## config.mk

```make
export PLATFORM = sky130hd
export DESIGN_NAME = sram22_rr_arbiter_flat
export DESIGN_NICKNAME = d
export VERILOG_FILES = /design/src/rtl/sram22_rr_arbiter_if.sv /design/src/rtl/sram22_rr_arbiter.sv /design/src/flat_wrapper.sv
export SDC_FILE = /design/constraint.sdc
export NUM_CORES = 1
export LEC_CHECK = 0
export CORE_MARGIN = 2
export CORE_UTILIZATION = 30
export DETAILED_ROUTE_END_ITERATION = 8
export PLACE_DENSITY = 0.79
export SLEW_MARGIN = 20
export SYNTH_ARGS = -nofsm -noshare
export SYNTH_HDL_FRONTEND = slang
export SYNTH_SLANG_ARGS = --single-unit
```

## constraint.sdc

```tcl
create_clock -name clk -period 1.6 [get_ports clk]
set_input_delay 0.32 -clock clk [delete_from_list [all_inputs] [get_ports clk]]
set_output_delay 0.32 -clock clk [all_outputs]
set_load 0.05 [all_outputs]
```

## src/rtl/sram22_rr_arbiter_if.sv

```systemverilog
// Bundle of the two requester ports and the macro pins of the sram22 round-robin arbiter.
// Handshake: a request transfers on a posedge where x_valid && x_ready; fields are held stable while x_valid && !x_ready.
interface sram22_rr_arbiter_if #(
  parameter int DATA_WIDTH  = 4,
  parameter int ADDR_WIDTH  = 6,
  parameter int WMASK_WIDTH = 2
);
  logic                   a_valid;
  logic                   a_ready;
  logic                   a_we;
  logic [WMASK_WIDTH-1:0] a_wmask;
  logic [ADDR_WIDTH-1:0]  a_addr;
  logic [DATA_WIDTH-1:0]  a_din;
  logic                   a_rsp_valid;
  logic [DATA_WIDTH-1:0]  a_rsp_data;

  logic                   b_valid;
  logic                   b_ready;
  logic                   b_we;
  logic [WMASK_WIDTH-1:0] b_wmask;
  logic [ADDR_WIDTH-1:0]  b_addr;
  logic [DATA_WIDTH-1:0]  b_din;
  logic                   b_rsp_valid;
  logic [DATA_WIDTH-1:0]  b_rsp_data;

  logic                   sram_we;
  logic [WMASK_WIDTH-1:0] sram_wmask;
  logic [ADDR_WIDTH-1:0]  sram_addr;
  logic [DATA_WIDTH-1:0]  sram_din;
  logic [DATA_WIDTH-1:0]  sram_dout;

  modport slave (
    input  a_valid, a_we, a_wmask, a_addr, a_din,
    output a_ready, a_rsp_valid, a_rsp_data,
    input  b_valid, b_we, b_wmask, b_addr, b_din,
    output b_ready, b_rsp_valid, b_rsp_data,
    output sram_we, sram_wmask, sram_addr, sram_din,
    input  sram_dout
  );

  modport master (
    output a_valid, a_we, a_wmask, a_addr, a_din,
    input  a_ready, a_rsp_valid, a_rsp_data,
    output b_valid, b_we, b_wmask, b_addr, b_din,
    input  b_ready, b_rsp_valid, b_rsp_data,
    input  sram_we, sram_wmask, sram_addr, sram_din,
    output sram_dout
  );
endinterface

```

## src/rtl/sram22_rr_arbiter.sv

```systemverilog
// Round-robin arbiter sharing one single-port sram22 macro between requesters A and B,
// routing each read response back to its issuer one cycle after the grant.
module sram22_rr_arbiter #(
  parameter int DATA_WIDTH  = 4,
  parameter int ADDR_WIDTH  = 6,
  parameter int WMASK_WIDTH = 2
) (
  input logic                clk,
  input logic                rst,
  sram22_rr_arbiter_if.slave bus
);
  logic                  prio;     // 0: A preferred, 1: B preferred
  logic [1:0]            rd_pend;  // bit0 = A, bit1 = B
  logic [DATA_WIDTH-1:0] hold_a;
  logic [DATA_WIDTH-1:0] hold_b;
  logic                  grant_a;
  logic                  grant_b;

  always_comb begin
    grant_a = !rst && bus.a_valid && (!bus.b_valid || !prio);
    grant_b = !rst && bus.b_valid && (!bus.a_valid ||  prio);
  end

  assign bus.a_ready = grant_a;
  assign bus.b_ready = grant_b;

  // Idle cycles drive zeros so the macro only ever sees a write on a completed handshake.
  always_comb begin
    bus.sram_we    = 1'b0;
    bus.sram_wmask = '0;
    bus.sram_addr  = '0;
    bus.sram_din   = '0;
    if (grant_a) begin
      bus.sram_we    = bus.a_we;
      bus.sram_wmask = bus.a_wmask;
      bus.sram_addr  = bus.a_addr;
      bus.sram_din   = bus.a_din;
    end else if (grant_b) begin
      bus.sram_we    = bus.b_we;
      bus.sram_wmask = bus.b_wmask;
      bus.sram_addr  = bus.b_addr;
      bus.sram_din   = bus.b_din;
    end
  end

  always_ff @(posedge clk or posedge rst) begin
    if (rst) begin
      prio    <= 1'b0;
      rd_pend <= 2'b00;
      hold_a  <= '0;
      hold_b  <= '0;
    end else begin
      // The next preferred requester is the one that just lost (or did not ask).
      if (grant_a || grant_b) prio <= grant_a;
      rd_pend <= {grant_b && !bus.b_we, grant_a && !bus.a_we};
      if (rd_pend[0]) hold_a <= bus.sram_dout;
      if (rd_pend[1]) hold_b <= bus.sram_dout;
    end
  end

  assign bus.a_rsp_valid = rd_pend[0];
  assign bus.b_rsp_valid = rd_pend[1];
  assign bus.a_rsp_data  = rd_pend[0] ? bus.sram_dout : hold_a;
  assign bus.b_rsp_data  = rd_pend[1] ? bus.sram_dout : hold_b;
endmodule

```

## src/flat_wrapper.sv

```systemverilog
// flat-port wrapper written by rule: the top's interface ports become plain ports
module sram22_rr_arbiter_flat 
#(
  parameter int DATA_WIDTH  = 4,
  parameter int ADDR_WIDTH  = 6,
  parameter int WMASK_WIDTH = 2
)
  (clk, rst, bus_a_valid, bus_a_we, bus_a_wmask, bus_a_addr, bus_a_din, bus_a_ready, bus_a_rsp_valid, bus_a_rsp_data, bus_b_valid, bus_b_we, bus_b_wmask, bus_b_addr, bus_b_din, bus_b_ready, bus_b_rsp_valid, bus_b_rsp_data, bus_sram_we, bus_sram_wmask, bus_sram_addr, bus_sram_din, bus_sram_dout);
  sram22_rr_arbiter_if #(.DATA_WIDTH(DATA_WIDTH), .ADDR_WIDTH(ADDR_WIDTH), .WMASK_WIDTH(WMASK_WIDTH)) bus_i ();
  input logic clk;
  input logic rst;
  input wire logic [$bits(bus_i.a_valid)-1:0] bus_a_valid;
  input wire logic [$bits(bus_i.a_we)-1:0] bus_a_we;
  input wire logic [$bits(bus_i.a_wmask)-1:0] bus_a_wmask;
  input wire logic [$bits(bus_i.a_addr)-1:0] bus_a_addr;
  input wire logic [$bits(bus_i.a_din)-1:0] bus_a_din;
  output wire logic [$bits(bus_i.a_ready)-1:0] bus_a_ready;
  output wire logic [$bits(bus_i.a_rsp_valid)-1:0] bus_a_rsp_valid;
  output wire logic [$bits(bus_i.a_rsp_data)-1:0] bus_a_rsp_data;
  input wire logic [$bits(bus_i.b_valid)-1:0] bus_b_valid;
  input wire logic [$bits(bus_i.b_we)-1:0] bus_b_we;
  input wire logic [$bits(bus_i.b_wmask)-1:0] bus_b_wmask;
  input wire logic [$bits(bus_i.b_addr)-1:0] bus_b_addr;
  input wire logic [$bits(bus_i.b_din)-1:0] bus_b_din;
  output wire logic [$bits(bus_i.b_ready)-1:0] bus_b_ready;
  output wire logic [$bits(bus_i.b_rsp_valid)-1:0] bus_b_rsp_valid;
  output wire logic [$bits(bus_i.b_rsp_data)-1:0] bus_b_rsp_data;
  output wire logic [$bits(bus_i.sram_we)-1:0] bus_sram_we;
  output wire logic [$bits(bus_i.sram_wmask)-1:0] bus_sram_wmask;
  output wire logic [$bits(bus_i.sram_addr)-1:0] bus_sram_addr;
  output wire logic [$bits(bus_i.sram_din)-1:0] bus_sram_din;
  input wire logic [$bits(bus_i.sram_dout)-1:0] bus_sram_dout;
  assign bus_i.a_valid = bus_a_valid;
  assign bus_i.a_we = bus_a_we;
  assign bus_i.a_wmask = bus_a_wmask;
  assign bus_i.a_addr = bus_a_addr;
  assign bus_i.a_din = bus_a_din;
  assign bus_a_ready = bus_i.a_ready;
  assign bus_a_rsp_valid = bus_i.a_rsp_valid;
  assign bus_a_rsp_data = bus_i.a_rsp_data;
  assign bus_i.b_valid = bus_b_valid;
  assign bus_i.b_we = bus_b_we;
  assign bus_i.b_wmask = bus_b_wmask;
  assign bus_i.b_addr = bus_b_addr;
  assign bus_i.b_din = bus_b_din;
  assign bus_b_ready = bus_i.b_ready;
  assign bus_b_rsp_valid = bus_i.b_rsp_valid;
  assign bus_b_rsp_data = bus_i.b_rsp_data;
  assign bus_sram_we = bus_i.sram_we;
  assign bus_sram_wmask = bus_i.sram_wmask;
  assign bus_sram_addr = bus_i.sram_addr;
  assign bus_sram_din = bus_i.sram_din;
  assign bus_i.sram_dout = bus_sram_dout;
  sram22_rr_arbiter #(.DATA_WIDTH(DATA_WIDTH), .ADDR_WIDTH(ADDR_WIDTH), .WMASK_WIDTH(WMASK_WIDTH)) u_core (.clk(clk), .rst(rst), .bus(bus_i));
endmodule
```

### Word-level counts from Yosys, hierarchy flattened

Index checks and enable logic that the tools add are counted.

| word-level totals | value |
|---|---|
| output and inout bits | 25 |
| logic and storage cells | 29 |
| bits of input ports | 34 |
| bits in registers | 11 |

| cells by class | value |
|---|---|
| mux-type cells | 10 |
| reductions and logical operators | 15 |

Operator list:

| kind | count |
|---|---|
| 2-to-1 mux 4 bit | 4 |
| 2-to-1 mux 6 bit | 2 |
| logical AND 1 bit | 6 |
| zero test 1 bit | 6 |
| 2-to-1 mux 2 bit | 2 |
| logical OR 1 bit | 3 |
| 2-to-1 mux 1 bit | 2 |

### Longest topological paths before layout

Gate-level depths: netlist (run 1).

| logic depth | value |
|---|---|
| word-level depth | 5 |
| mapped depth | 4 |
| gate-level depth less buffers | 3 |

### Worst setup path after synthesis (run 1)

OpenSTA, ideal clock, no wires.

| path | value |
|---|---|
| path kind | reg-to-output |
| from | register u_core.prio |
| to | output bus_sram_addr[0] |
| buffers on the path | 1 |
| required time | 1.280 ns |
| path slack | -0.178 ns |
| data arrival time | 1.458 ns |
| stages on the path, launching flop included | 5 |
| path through | dfrtp_1 -> a21boi_4 -> buf_6 -> a32oi_1 -> nor2_1 |

| on the way | value |
|---|---|
| longest elaborated chain between the ends | 4 |
| elaborated cells between the ends (all ways) | 7 |
| classes of those cells | mux: 2; reduce/logical: 5 |

RTL lines:

| what | line | RTL |
|---|---|---|
| start: declaration | sram22_rr_arbiter.sv:12 | `logic prio;` |
| start signal: assignment | sram22_rr_arbiter.sv:54 | `if (grant_a \|\| grant_b) prio <= grant_a;` |
| logical OR 1 bit / zero test 1 bit (equally long branches) | sram22_rr_arbiter.sv:21, sram22_rr_arbiter.sv:20 |  |
| logical AND 1 bit / logical OR 1 bit (equally long branches) | sram22_rr_arbiter.sv:21, sram22_rr_arbiter.sv:20 |  |
| 2-to-1 mux 6 bit / logical AND 1 bit (equally long branches) | sram22_rr_arbiter.sv:38, sram22_rr_arbiter.sv:20 |  |
| 2-to-1 mux 6 bit (*) | sram22_rr_arbiter.sv:33 | `if (grant_a) begin` |
| end: declaration | flat_wrapper.sv:30 | `output wire logic [$bits(bus_i.sram_addr)-1:0] bus_sram_addr;` |

Every way passes the cells marked *; elsewhere a longest branch is shown, timed or not.

### Final worst setup path (run 1)

| path | value |
|---|---|
| from | register u_core.prio |
| to | output bus_sram_we |

| on the way | value |
|---|---|
| longest elaborated chain between the ends | 4 |
| elaborated cells between the ends (all ways) | 7 |
| classes of those cells | mux: 2; reduce/logical: 5 |

RTL lines:

| what | line | RTL |
|---|---|---|
| logical OR 1 bit / zero test 1 bit (equally long branches) | sram22_rr_arbiter.sv:21, sram22_rr_arbiter.sv:20 |  |
| logical AND 1 bit / logical OR 1 bit (equally long branches) | sram22_rr_arbiter.sv:21, sram22_rr_arbiter.sv:20 |  |
| 2-to-1 mux 1 bit / logical AND 1 bit (equally long branches) | sram22_rr_arbiter.sv:38, sram22_rr_arbiter.sv:20 |  |
| 2-to-1 mux 1 bit (*) | sram22_rr_arbiter.sv:33 |  |
| end: declaration | flat_wrapper.sv:28 | `output wire logic [$bits(bus_i.sram_we)-1:0] bus_sram_we;` |

Marked as above.

==> results of run 1 <==
==> layout make-up <==
class                           instances  area, sq um
Tap cell                               27         33.8
Sequential cell                        11          279
Multi-Input combinational cell         44          499
Timing Repair Buffer                   72          965
Fill cell                              57          175
Clock buffer                            4         26.3
Inverter                                1         3.75
==> repair_timing <==
| action | CTS | global route |
|---|---|---|
| gates resized for setup | 24 | 8 |
| hold buffers | 0 | 0 |
| cloned | 2 | 0 |
| pin swaps | 16 | 6 |
| setup endpoints to repair | 23 | 23 |
| buffers inserted | 6 | 2 |
==> per-stage QoR <==
step / cell area, sq um / setup WS, ns
4_1_cts: 1800 / -0.207
2_1_floorplan: 676 / -0.00796
6_report: 1810 / -0.249
5_1_grt: 1810 / -0.302
3_3_place_gp: 1560 / -0.315
3_5_place_dp: 1560 / -0.369
==> worst paths after layout <==
kind,endpoint
max in group asynchronous,u_core.rd_pend[0]$_DFF_PP0_
setup / recovery,bus_sram_we
hold / removal,u_core.hold_b[1]$_DFF_PP0_
hold reg to reg,u_core.hold_a[2]$_DFF_PP0_
setup reg to reg,u_core.rd_pend[1]$_DFF_PP0_
min in group clk,u_core.hold_a[2]$_DFF_PP0_
==> state kept, by name (all words and copies together), names as in the netlist <==
| name | count |
|---|---|
| u_core.hold_a | 4 |
| u_core.hold_b | 4 |
| u_core.rd_pend | 2 |
| u_core.prio | 1 |
==> routing by layer <==
metal / wire length, um / vias to the layer above / GRT usage [%]
met3: 333 / 8 / 10.4
li1: - / 372 / -
met2: 1530 / 64 / 47.8
met4: 88 / 0 / 11.1
met5: 0 / - / 0
met1: 1190 / 405 / 30.0
==> logic make-up (layout without fill, tap and decap cells) <==
logic type	Yosys count	in the layout	synth area share (%)
compound gates	16	16	22.5
flops	11	11	43.0
buf+inv	6	77	6.25
mux	8	8	14.1
simple gates	19	20	14.3
==> power by group <==
group	internal, W	total, W	leakage [nW]	switching, W
clock network	0.0000963	0.000185	0.0150	0.0000890
registers	0.000337	0.000367	0.129	0.0000301
logic	0.000552	0.00111	0.588	0.000554
==> tightest hold or removal path, cell delays in order <==
cell and delay [ns]:
clkdlybuf4s50_1 0.48, inv_1 0.11, buf_4 0.22
==> cell usage after synthesis <==
cell	n	area share, %
a21oi_1	1	0.78
inv_1	1	0.59
a31oi_1	1	0.98
buf_6	2	3.5
and2_1	1	0.98
buf_2	1	0.78
nand2_2	1	0.98
a32oi_1	13	18
mux2_2	8	14
dfrtp_1	11	43
nor3_1	1	0.78
nand2b_4	1	2.1
clkbuf_1	1	0.59
and2b_1	1	1.2
clkbuf_2	1	0.78
a21boi_4	1	2.9
nor2_1	14	8.2
==> flow_summary.toml, run 1 <==
[status]
status = "finished, violations left"
violations = "negative setup slack"

[setup_path]
critPathBufInv = 2
crit_family = "flip-flops"
slowest_stage = "dfrtp_2"
startpoint_type = "flip-flop"
worst_setup_path_end_kind = "output pin"
crit_chain = "a21boi_4 -> buf_6 -> a32oi_2 -> nor2_2 -> buf_12"
worstPathMaxFanout = 7
crit_type = "reg -> out"
slowest_delay_ns = 0.43
cp.depth = 5
cp_data_required_time_ns = 1.28
reg2reg_from = "u_core.prio$_DFFE_PP0P_"
startpoint = "u_core.prio$_DFFE_PP0P_"
r2r_slack_ns = 0.34
worstPathArrival_ns = 1.53
worstRegToRegCells = 6

[global_routing]
antenna_found_initial = 0
track_usage_pct = 27.6
grt.overflow.total = 0
grt_max_degree = 14
grt_pass1_vias = 991
grt_pass1_wl_um = 5000

[logic_synthesis]
ys_seq_area_share_pct = 43.0
synth_fp_nets = 94
ys_seq_elements = 11
netlist_area_sq_um = 641
yosys.cell_types.count = 17
ys_warn_count = 0
syn-instance-count = 60
syn-mean-instance-area_sq_um = 10.7

[drt]
drt_iter0_markers = 7
drc = 0
ant_nets = 0
drt_first_pass_iters = 4
drt-total-wl_um = 3140
vias = 849
vias_per_cell = 5.34
wl_per_cell_um = 19.8

[timing]
whs_ns = 0.506
maxSlewViolCount = 0
rsz0062_at_grt = "yes"
hold_violations = 0
setup_violations = 15
max_freq_mhz = 541
fin_skew_ns = 0.00778
min_period_ns = 1.85
tightest_slew_ns = 0.232
fin_ws_ns = -0.249
min_period_over_period_pct = 116
slew_headroom_pct = 84.5
finalSetupTns_ns = -2.78

[cells_and_area]
layout_common_cells = "31 x clkdlybuf4s50_1, 26 x buf_12, 13 x a32oi_2, 13 x nor2_2, 9 x buf_4"
layout.cells.non_filler = 159
drive_above_1_share_pct = 64.4
fin_util_pct = 91.2
mostFrequentLayoutCell = "clkdlybuf4s50_1"
syn_to_final_growth_pct = 182
diodes = 0
nets = 167

[power]
peakVddDrop_v = 0.000536
power_density_nw_per_um2 = 918
leakage_nw = 0.733
p_total_w = 0.00166

[clock_tree]
cts_tree = "yes"
cts_buffers = 3
worstSkewPairLatency_ns = 0.26
h-tree-depth = 1
root_buffer = "clkbuf_4"
clk_pin_slew_ns = 0.07
cts.sink_count = 11
clk_path_buf_depth = 2

[floorplanning]
core-area_sq_um = 1980
fp.dieArea_sq_um = 2520
io_pins = 59
fp.dieW_um = 50.2
fp.dieH_um = 50.2
initial_core_util_pct = 32.3
rows = 16

[placement]
dpl.hpwl_um = 1890
place.gp.congestion = 0.655
io_buffers = 58
post-place-cells = 147

[flow_run]
cap_violations = 0

[worst_hold_path]
hold_path_class = "in -> async"
Power figures use the tool's default switching activity.
==> inputs of run 2 (changes only) <==
CORE_ASPECT_RATIO = 1.5   (was not set)
clock period = 1.8 ns   (was 1.6 ns; I/O delays follow)
==> run 2 against run 1 <==
Compared with the run above: the flow still finishes with violations (negative setup slack); via count shrank 6.4%; utilization is 12 points lower; routed wire length down 27%; first-iteration DRC count increased by 43%; total power down 18%; critical path type unchanged; largest cell class unchanged.
==> flow_summary.toml, run 2 (synthesis gave the netlist of run 1 again) <==
[drt]
wl_met3_um = 262
drt_first_pass_iters = 3
met2_length_um = 1250
vias = 795
wl_per_cell_um = 15.6
drc = 0
drt_iter0_markers = 10
drt-total-wl_um = 2290
dr.max_layer_used = "met4"
wl_met1_um = 760
vias_per_cell = 5.41
ant_nets = 0

[clock_tree]
root_buffer = "clkbuf_4"
clk_path_buf_depth = 2
h-tree-depth = 1
ctsHoldBuffers = 0
worstSkewPairLatency_ns = 0.26
cts_tree = "yes"
cts.sink_count = 11
clk_pin_slew_ns = 0.06
cts_buffers = 3

[setup_path]
crit_type = "reg -> out"
startpoint = "u_core.prio$_DFFE_PP0P_"
slowest_delay_ns = 0.45
slowest_stage = "dfrtp_2"
crit_chain = "a21boi_4 -> buf_12 -> a32oi_1 -> nor2_1 -> buf_12"
worst_setup_path_end_kind = "output pin"
reg2reg_from = "u_core.prio$_DFFE_PP0P_"
cpMostUsedCell = "buf_12"
startpoint_type = "flip-flop"
r2r-end = "u_core.rd_pend[0]$_DFF_PP0_"
worstPathMaxFanout = 14
worstRegToRegCells = 4
r2r_slack_ns = 0.57
worstPathArrival_ns = 1.45
cp_data_required_time_ns = 1.44

[floorplanning]
fp.dieH_um = 60.6
io_pins = 59
rows = 20
core-area_sq_um = 2030
fp.dieArea_sq_um = 2530
initial_core_util_pct = 31.6
fp.dieW_um = 41.7

[timing]
whs_ns = 0.211
rsz0062_at_grt = "yes"
max_freq_mhz = 553
tightest_slew_ns = 0.216
min_period_over_period_pct = 100
fin_skew_ns = 0.00115
min_period_ns = 1.81
hold_violations = 0
maxSlewViolCount = 0
fin_ws_ns = -0.00817
setup_violations = 2
slew_headroom_pct = 85.6

[placement]
dpl.hpwl_um = 1860
place.gp.congestion = 0.766
dpl_cell_area_sq_um = 1520
io_buffers = 58
dp_slack_ns = -0.280

[global_routing]
grt_pass1_wl_um = 3620
grt.overflow.total = 0
track_usage_pct = 18.8
grt_pass1_vias = 815
grt_max_degree = 15
antenna_found_initial = 0

[cells_and_area]
design_area_sq_um = 1610
mostFrequentLayoutCell = "clkdlybuf4s50_1"
fill_cells = 130
top_regs = "u_core.hold_a: 4 flops, u_core.hold_b: 4 flops, u_core.rd_pend: 2 flops"
layout_common_cells = "30 x clkdlybuf4s50_1, 24 x buf_12, 10 x nor2_2, 10 x dfrtp_1"
drive_above_1_share_pct = 51.2
fin_util_pct = 79.3
nets = 160
syn_to_final_growth_pct = 151
diodes = 0

[power]
power_density_nw_per_um2 = 845
p_total_w = 0.00136
leakage_nw = 0.668
peakVddDrop_v = 0.000418

[status]
violations = "negative setup slack"
status = "finished, violations left"

[flow_run]
cap_violations = 0

[worst_hold_path]
hold_path_class = "in -> async"
run 2: final cells by class:
| cell class | count | area, sq um | area share [%] |
|---|---|---|---|
| clock buffer | 4 | 26.3 | 1.64 |
| inverter | 1 | 3.75 | 0.234 |
| multi-input combinational | 44 | 402 | 25.0 |
| sequential | 11 | 277 | 17.2 |
| tap | 22 | 27.5 | 1.71 |
| timing repair buffer | 65 | 871 | 54.2 |
run 2: worst max-delay path, delay by kind of cell (launching register included):
family          cells  cell delay (ns)
simple gates        1             0.19
buf+inv             2             0.33
compound gates      2             0.22
flops               1             0.45
run 2: where the power goes:
group	switching (W)	total [W]	internal, W
registers	0.0000224	0.000322	0.000299
clock network	0.0000742	0.000160	0.0000857
logic	0.000443	0.000876	0.000433
total	0.000540	0.00136	0.000818
run 2: per-stage QoR:
step / setup TNS (ns) / cells
6_report: -0.0141 / 147
3_5_place_dp: -3.25 / 141
3_3_place_gp: -2.90 / 141
5_1_grt: -0.260 / 147
2_1_floorplan: -0.0534 / 60
4_1_cts: -0.000864 / 146
run 2: repair_timing:
item	CTS	global route
setup buffers	1	0
gates resized for setup	9	6
gates cloned	0	1
pin swaps	3	1
endpoints found under the setup margin	15	15
run 2: worst max path at each step:
stage | endpoint | cells past startpoint | slack, ns
after global routing | bus_sram_wmask[1] | 5 | -0.07
after detailed placement | bus_sram_din[2] | 6 | -0.28
after floorplan | bus_sram_din[2] | 4 | -0.02
after global placement | bus_sram_din[2] | 6 | -0.23
after CTS | bus_sram_wmask[1] | 5 | -0.0009
final | bus_sram_addr[5] | 5 | -0.008
run 2: metal layers:
layer / vias up / track usage (%)
met5: - / 0
met4: 0 / 5.53
met3: 2 / 6.55
met2: 58 / 37.3
met1: 376 / 18.1
li1: 359 / -
